File: src/rtl/fetch_ctrl_pkg.sv
// fetch_ctrl_pkg: shared types for the fetch-stage sequencing controller.
// The request enum is ordered by priority, highest first after REQ_NONE.
package fetch_ctrl_pkg;

  localparam int ADDR_W_DEF = 8;
  localparam int MC_W_DEF   = 4;

  typedef enum logic [1:0] {
    RUN   = 2'd0,
    HOLD  = 2'd1,
    FLUSH = 2'd2
  } fetch_state_e;

  // Request selected in RUN; declaration order is the service priority.
  typedef enum logic [2:0] {
    REQ_NONE = 3'd0,
    REQ_BR   = 3'd1,
    REQ_JMP  = 3'd2,
    REQ_LD   = 3'd3,
    REQ_MC   = 3'd4
  } fetch_req_e;

  // Resolve simultaneous requests: branch > jump > load-use > multi-cycle.
  function automatic fetch_req_e pick_req(input logic br, input logic jmp,
                                          input logic ld, input logic mc_nz);
    if (br)         return REQ_BR;
    else if (jmp)   return REQ_JMP;
    else if (ld)    return REQ_LD;
    else if (mc_nz) return REQ_MC;
    else            return REQ_NONE;
  endfunction

endpackage

File: src/rtl/fetch_ctrl_stall_timer.sv
// stall_timer: loadable down-counter that times a multi-cycle stall.
// On load the count becomes len-1 (the load cycle is itself a stall cycle);
// done flags the final stall cycle. The counter stops at 0 and never wraps.
module stall_timer #(
  parameter int MC_W = 4
) (
  input  logic            clk,
  input  logic            reset,
  input  logic            load,
  input  logic            dec,
  input  logic [MC_W-1:0] len,
  output logic            done
);

  localparam logic [MC_W-1:0] ONE = MC_W'(1);

  logic [MC_W-1:0] count;

  // Load, then count down once per held cycle; sync active-low clear.
  always_ff @(posedge clk) begin
    if (!reset) begin
      count <= '0;
    end else if (load) begin
      count <= len - ONE;
    end else if (dec && (count != '0)) begin
      count <= count - ONE;
    end
  end

  assign done = load ? (len == ONE) : (count == ONE);

endmodule

File: src/rtl/fetch_ctrl.sv
// fetch_ctrl: merges redirect and stall requests into PC-block controls.
// Outputs are Mealy (registered state + current inputs), forced to 0 in reset.
// Handshake: requests are level inputs sampled every cycle with no ready;
// upstream holds them stable while busy is high and the FSM ignores them in HOLD.
// Optional: define FETCH_PERF_CNT_EN to add saturating stall_cnt/redir_cnt.
module fetch_ctrl
  import fetch_ctrl_pkg::*;
#(
  parameter int ADDR_W = ADDR_W_DEF,
  parameter int MC_W   = MC_W_DEF
) (
  input  logic              clk,
  input  logic              reset,
  input  logic              jmp_req,
  input  logic [ADDR_W-1:0] jmp_target,
  input  logic              br_taken,
  input  logic [ADDR_W-1:0] br_target,
  input  logic              ld_use,
  input  logic              mc_start,
  input  logic [MC_W-1:0]   mc_cycles,
  output logic              stall,
  output logic              stall_pm,
  output logic              pc_mux_sel,
  output logic [ADDR_W-1:0] jmp_loc,
  output logic              flush_id,
  output logic              bubble_ex,
  output logic              busy,
`ifdef FETCH_PERF_CNT_EN
  output logic [15:0]       stall_cnt,
  output logic [15:0]       redir_cnt,
`endif
  output fetch_state_e      state_dbg
);

  fetch_state_e state, next_state;
  fetch_req_e   req;
  logic         tmr_load, tmr_done;

  stall_timer #(.MC_W(MC_W)) u_timer (
    .clk   (clk),
    .reset (reset),
    .load  (tmr_load),
    .dec   (state == HOLD),
    .len   (mc_cycles),
    .done  (tmr_done)
  );

  // Output decode and next-state selection for the current cycle.
  always_comb begin
    stall      = 1'b0;
    stall_pm   = 1'b0;
    pc_mux_sel = 1'b0;
    jmp_loc    = '0;
    flush_id   = 1'b0;
    bubble_ex  = 1'b0;
    busy       = 1'b0;
    tmr_load   = 1'b0;
    next_state = state;
    req        = pick_req(br_taken, jmp_req, ld_use,
                          mc_start && (mc_cycles != '0));
    if (reset) begin
      busy = (state != RUN);
      case (state)
        RUN: begin
          case (req)
            REQ_BR: begin
              pc_mux_sel = 1'b1;
              jmp_loc    = br_target;
              flush_id   = 1'b1;
              next_state = FLUSH;
            end
            REQ_JMP: begin
              pc_mux_sel = 1'b1;
              jmp_loc    = jmp_target;
              next_state = FLUSH;
            end
            REQ_LD: begin
              stall     = 1'b1;
              stall_pm  = 1'b1;
              bubble_ex = 1'b1;
            end
            REQ_MC: begin
              stall      = 1'b1;
              stall_pm   = 1'b1;
              tmr_load   = 1'b1;
              next_state = tmr_done ? RUN : HOLD;
            end
            default: ;
          endcase
        end
        HOLD: begin
          stall    = 1'b1;
          stall_pm = 1'b1;
          if (tmr_done) next_state = RUN;
        end
        FLUSH: begin
          flush_id = 1'b1;
          if (br_taken) begin
            pc_mux_sel = 1'b1;
            jmp_loc    = br_target;
            next_state = FLUSH;
          end else begin
            next_state = RUN;
          end
        end
        default: next_state = RUN;
      endcase
    end
  end

  // State register; sync active-low reset returns to RUN.
  always_ff @(posedge clk) begin
    if (!reset) state <= RUN;
    else        state <= next_state;
  end

  assign state_dbg = state;

`ifdef FETCH_PERF_CNT_EN
  // Saturating event counters for stall and redirect cycles.
  always_ff @(posedge clk) begin
    if (!reset) begin
      stall_cnt <= '0;
      redir_cnt <= '0;
    end else begin
      if (stall && (stall_cnt != 16'hFFFF))      stall_cnt <= stall_cnt + 16'd1;
      if (pc_mux_sel && (redir_cnt != 16'hFFFF)) redir_cnt <= redir_cnt + 16'd1;
    end
  end
`endif

endmodule

File: config.mk
export PLATFORM = sky130hd
export DESIGN_NAME = fetch_ctrl
export DESIGN_NICKNAME = d
export VERILOG_FILES = /design/src/rtl/fetch_ctrl_pkg.sv /design/src/rtl/fetch_ctrl_stall_timer.sv /design/src/rtl/fetch_ctrl.sv
export SDC_FILE = /design/constraint.sdc
export NUM_CORES = 1
export LEC_CHECK = 0
export CAP_MARGIN = 20
export CELL_PAD_IN_SITES_DETAIL_PLACEMENT = 0
export CELL_PAD_IN_SITES_GLOBAL_PLACEMENT = 1
export CORE_MARGIN = 2
export CORE_UTILIZATION = 22
export DETAILED_ROUTE_END_ITERATION = 8
export GPL_ROUTABILITY_DRIVEN = 0
export PLACE_DENSITY = 0.85
export SLEW_MARGIN = 20
export SYNTH_ARGS = -nofsm -noshare
export SYNTH_HDL_FRONTEND = slang
export SYNTH_SLANG_ARGS = --single-unit
File: constraint.sdc
create_clock -name clk -period 1.46 [get_ports clk]
set_input_delay 0.146 -clock clk [delete_from_list [all_inputs] [get_ports clk]]
set_output_delay 0.146 -clock clk [all_outputs]
set_load 0.05 [all_outputs]
==> out/metrics.yaml, run 1 <==
status: "finished with violations"
violations: "DRC, setup timing"
vias: 877
diodes: 0
die_area_sq_um: 3440
rsz0062_at_grt: "true"
drive_gt1_share_pct: 59.7
synth_edf_count: 0
rows: 19
cp_cell_sequence: "nor4b_4, buf_6, a22oi_1, nor2b_4, buf_12"
detail_route.iter0.violations: 14
worstPathArrival_ns: 1.45
cts_buffers: 3
timing_hold_violations_final: 0
viasPerCell: 4.87
start_util_pct: 23.4
finalNetCount: 180
fp.coreArea_sq_um: 2810
ant_nets: 0
hold_class: "in2reg"
worstMarginPinSlew_ns: 0.317
p_per_area_nw_per_um2: 492
htreeDepth: 1
antenna_found_initial: 0
clockRootBuffer: "clkbuf_4"
grt_overflow: 0
synth_warnings: 0
path_clk_slew_ns: 0.05
cts_tree: "done"
synthArstFlopShare_pct: 0
slowest_delay_ns: 0.35
die_h_microns: 58.6
syn_inst: 80
portBuffers: 41
fin_worst_skew_ns: 0.00775
synthTopCellsByArea: "dfxtp_1, a22oi_1, nor2b_1"
cellLeakagePower_uw: 0.000714
drc_errors: 4
syn_area_sq_um: 657
hold_buffers: 0
die_w_microns: 58.6
clock_latency_ns: 0.25
first_global_vias: 887
ir_worst_vdd_v: 0.000257
cts_max_path_buffers: 2
postRouteWirelength_mm: 2.58
grt_usage_pct: 15.4
finalPower_uw: 815
wl_per_cell_microns: 14.3
ys_seq_area_share_pct: 18.3
final_util_pct: 59.0
fmax_mhz: 625
period_needed_ns: 1.60
finalSetupViolCount: 13
start_kind: "flop"
crit_fanout: 5
synthTopCellsByCount: "nor2_1, nor2b_1, a22oi_1, dfxtp_1, inv_1"
whs_ns: 0.504
slew-limit-headroom_pct: 78.8
synth.most_common_cell: "nor2_1"
synth_nets: 110
synth_top_area_share_pct: 18.3
cap_violations: 0
critPathCaptureType: "output port"
synth_seq_cells: 6
final_max_slew_viol_count: 0
syn_area_per_cell_sq_um: 8.21
fin_ws_ns: -0.141
areaGrowthSynthToFinish_pct: 152
synth_area_leader_cell: "dfxtp_1"
grt_max_degree: 10
period_share_pct: 110
hpwl_mm: 1.88
ys.flop_type: "dfxtp_1"
ys_types: 30
io_pins: 42
grt_pass1_wl_mm: 4.03
crit_slowest_cell: "dfxtp_4"
dr.pass1.iters: 6
path_class: "reg2out"
clock_sinks: 6
crit_required_ns: 1.31
==> state kept, by name, indices dropped and copies added (netlist names) <==
register       cells
state_dbg          2
u_timer.count      4
==> placed cells by master (no fill, tap or decap), drive strengths merged, types with 2 or more instances in the layout <==
cell type,instances
a22oi,8
ha,4
clkdlybuf4s15,2
nor4b,2
dlygate4sd2,4
o21ai,2
nor2,10
and3,2
nor2b,9
clkdlybuf4s50,19
xnor2,2
a21oi,4
nor3,2
dfxtp,6
clkbuf,4
o21a,3
buf,43
inv,5
nand2b,2
nand3,3
==> cells by family (layout without fill, tap and decap cells) <==
| group | Yosys count | count (layout) | share of synthesized area, % |
|---|---|---|---|
| AND/OR/NAND/NOR | 36 | 36 | 36.4 |
| AO/OA/AOI/OAI | 23 | 23 | 28.0 |
| buffers and inverters | 8 | 77 | 5.71 |
| flip-flops | 6 | 6 | 18.3 |
| adder cells (fa/ha/maj) | 4 | 4 | 7.62 |
| XOR/XNOR | 3 | 3 | 4.00 |
==> timing repair <==
item | 4_1_cts | 5_1_grt
setup endpoints to repair | 16 | 16
cloned | 2 | 0
buffers inserted | 5 | 3
gates resized for setup | 23 | 11
pin swaps | 9 | 11
==> path summary, 6_finish.rpt <==
kind,cells past startpoint,slack [ns],startpoint,endpoint
setup / recovery,5,-0.14,state_dbg[1],jmp_loc[7]
hold reg to reg,2,0.63,u_timer.count[2],state_dbg[0]
setup reg to reg,7,-0.09,state_dbg[1],u_timer.count[3]
hold / removal,4,0.50,ld_use,state_dbg[0]
==> routing by layer <==
layer | routed length, microns | track usage (%) | up-vias | share of wire [%]
met2 | 1380 | 28.3 | 34 | 54
met3 | 187 | 3.08 | 4 | 7.3
met5 | 0 | 0 | - | 0
met4 | 45 | 7.79 | 0 | 1.7
li1 | - | - | 427 | -
met1 | 961 | 16.6 | 412 | 37
==> cell type report <==
cell class              count  area, sq um
well taps                  31         38.8
inverters                   5         18.8
repair buffers             68          769
multi-input cells          66          672
clock buffers               4         26.3
flip-flops and latches      6          130
fillers                   254         1150
==> worst max-delay path, delay by kind of cell (launching register included) <==
| kind | cells | cell delay [ns] |
|---|---|---|
| flip-flops | 1 | 0.35 |
| buffers and inverters | 2 | 0.31 |
| AND/OR/NAND/NOR | 2 | 0.43 |
| AO/OA/AOI/OAI | 1 | 0.12 |
==> stage by stage <==
stage | cell area (sq um) | setup WS, ns | cells | TNS (ns)
finish | 1660 | -0.141 | 180 | -1.36
global route | 1660 | -0.226 | 180 | -2.35
CTS | 1590 | -0.155 | 177 | -1.45
detailed placement | 1470 | -0.461 | 166 | -5.68
global placement | 1470 | -0.377 | 166 | -4.87
floorplan | 769 | -0.0800 | 80 | -0.584
==> where the power goes <==
group / switching [uW] / internal, uW / total, uW
clock network: 61.6 / 104 / 165
registers: 6.32 / 169 / 175
logic: 222 / 252 / 474
total: 290 / 524 / 815
Power figures use the tool's default switching activity.
==> inputs of run 2 (changes only) <==
Settings changed: ABC_CLOCK_PERIOD_IN_PS set to 1460, CAP_MARGIN 20 to not set.
==> results of run 2 <==
The final DEF is identical to that of run 1; final timing and power are the same.
==> inputs of run 3 (changes only) <==
Settings changed: CORE_MARGIN 2 to 3.
==> out/metrics.yaml, run 3 (synthesis gave the netlist of run 1 again) <==
vias: 920
clock_latency_ns: 0.25
start_kind: "flop"
first_global_vias: 950
use_met3_pct: 3.62
final_max_slew_viol_count: 0
diodes: 0
p_per_area_nw_per_um2: 478
ir_worst_vdd_v: 0.000258
hold_buffers: 0
clock_sinks: 6
cp_top_family: "buffers and inverters"
met1_usage_pct: 15.2
rows: 19
cp_cell_sequence: "buf_4, buf_6, nor2_4, o311ai_4, a21oi_4, buf_12"
timing_hold_violations_final: 0
regMostFlops: "u_timer.count"
antenna_found_initial: 0
fp.coreArea_sq_um: 2810
io_pins: 42
grt_overflow: 0
cellLeakagePower_uw: 0.000766
slew-limit-headroom_pct: 77.6
cts_max_path_buffers: 2
viasPerCell: 4.87
clockRootBuffer: "clkbuf_4"
slowest_delay_ns: 0.35
cap_violations: 0
use_met2_pct: 25.8
hpwl_mm: 1.86
setup_tns_ns: -2.01
period_needed_ns: 1.68
start_util_pct: 23.4
detail_route.iter0.violations: 9
crit_slowest_cell: "dfxtp_4"
rsz0062_at_grt: "true"
fin_cells: 189
cts_tree: "done"
crit_buf_inv: 3
grt_pass1_wl_mm: 3.94
cts_buffers: 3
dr.pass1.iters: 4
drive_gt1_share_pct: 63.3
postRouteWirelength_mm: 2.64
period_share_pct: 115
htreeDepth: 1
worstPathArrival_ns: 1.53
grt_usage_pct: 14.3
areaGrowthSynthToFinish_pct: 165
crit_required_ns: 1.31
critPathCaptureType: "output port"
status: "finished with violations"
die_h_microns: 60.6
fin_ws_ns: -0.217
place_inst: 164
fmax_mhz: 596
ant_nets: 0
grt_max_degree: 10
die_area_sq_um: 3680
drc_errors: 0
final-seq-area_sq_um: 130
path_class: "reg2out"
layout_commonest_cell: "buf_4"
n_fill_cell: 235
mostFrequentLayoutCells: "buf_4, clkdlybuf4s50_1, buf_12"
portBuffers: 41
fin_worst_skew_ns: 0.00898
path_clk_slew_ns: 0.05
violations: "setup timing"
crit_fanout: 4
multi_input_area_sq_um: 683
finalSetupViolCount: 16
grt-busiest-layer: "met2"
die_w_microns: 60.6
finalNetCount: 189
worstMarginPinSlew_ns: 0.335
wl_per_cell_microns: 14.0
hold_class: "in2reg"
largest_reg_flops: 4
whs_ns: 0.397
## run 3: changes by cell type in the layout (fill, tap and decap cells not counted), sizes merged
cell           change
buf               +10
clkdlybuf4s15      -1
## run 3: power breakdown
group	switching, uW	internal [uW]
sequential	9.37	169
clock	60.2	104
combinational	224	267
## run 3: cell type report
| cell class | count | share of cell area [%] |
|---|---|---|
| Inverter | 5 | 1.08 |
| Tap cell | 31 | 2.23 |
| Sequential cell | 6 | 7.47 |
| Multi-Input combinational cell | 66 | 39.2 |
| Timing Repair Buffer | 77 | 48.5 |
| Clock buffer | 4 | 1.51 |
## run 3: worst paths after layout
path / from / endpoint / slack [ns] / depth (start not counted)
max: state_dbg[0] / stall / -0.22 / 6
min: br_taken / state_dbg[0] / 0.40 / 4
max reg2reg: state_dbg[0] / u_timer.count[3] / -0.09 / 7
min reg2reg: u_timer.count[2] / state_dbg[0] / 0.57 / 2
## run 3: stage by stage
stage	cell area [sq um]	setup slack [ns]	power (uW)	util, %
4_1_cts	1640	-0.170	815	58.5
3_3_place_gp	1460	-0.406	602	51.9
3_5_place_dp	1460	-0.440	611	51.9
2_1_floorplan	769	-0.0800	384	-
5_1_grt	1740	-0.263	875	62.1
6_report	1740	-0.217	833	62.1
## run 3: per-layer routing
layer	up-vias	routed length [microns]	part of all wire, %
met2	39	1380	52
met1	429	995	38
met4	0	63	2.4
met5	-	0	0
met3	7	199	7.5
li1	445	-	-
## run 3: worst reg2reg max path, stage by stage, from the launching register on
cell and delay (ns):
dfxtp_4 0.35, buf_4 0.13, buf_6 0.12, nor2_4 0.13, o311ai_4 0.14, buf_6 0.17, and3_4 0.16, o31a_1 0.23
## run 3: what timing repair did
| item | in CTS | in global routing |
|---|---|---|
| resized for setup | 22 | 20 |
| pin swaps | 14 | 7 |
| buffers inserted | 14 | 7 |
| endpoints found under the setup margin | 17 | 15 |
| gates cloned | 1 | 0 |
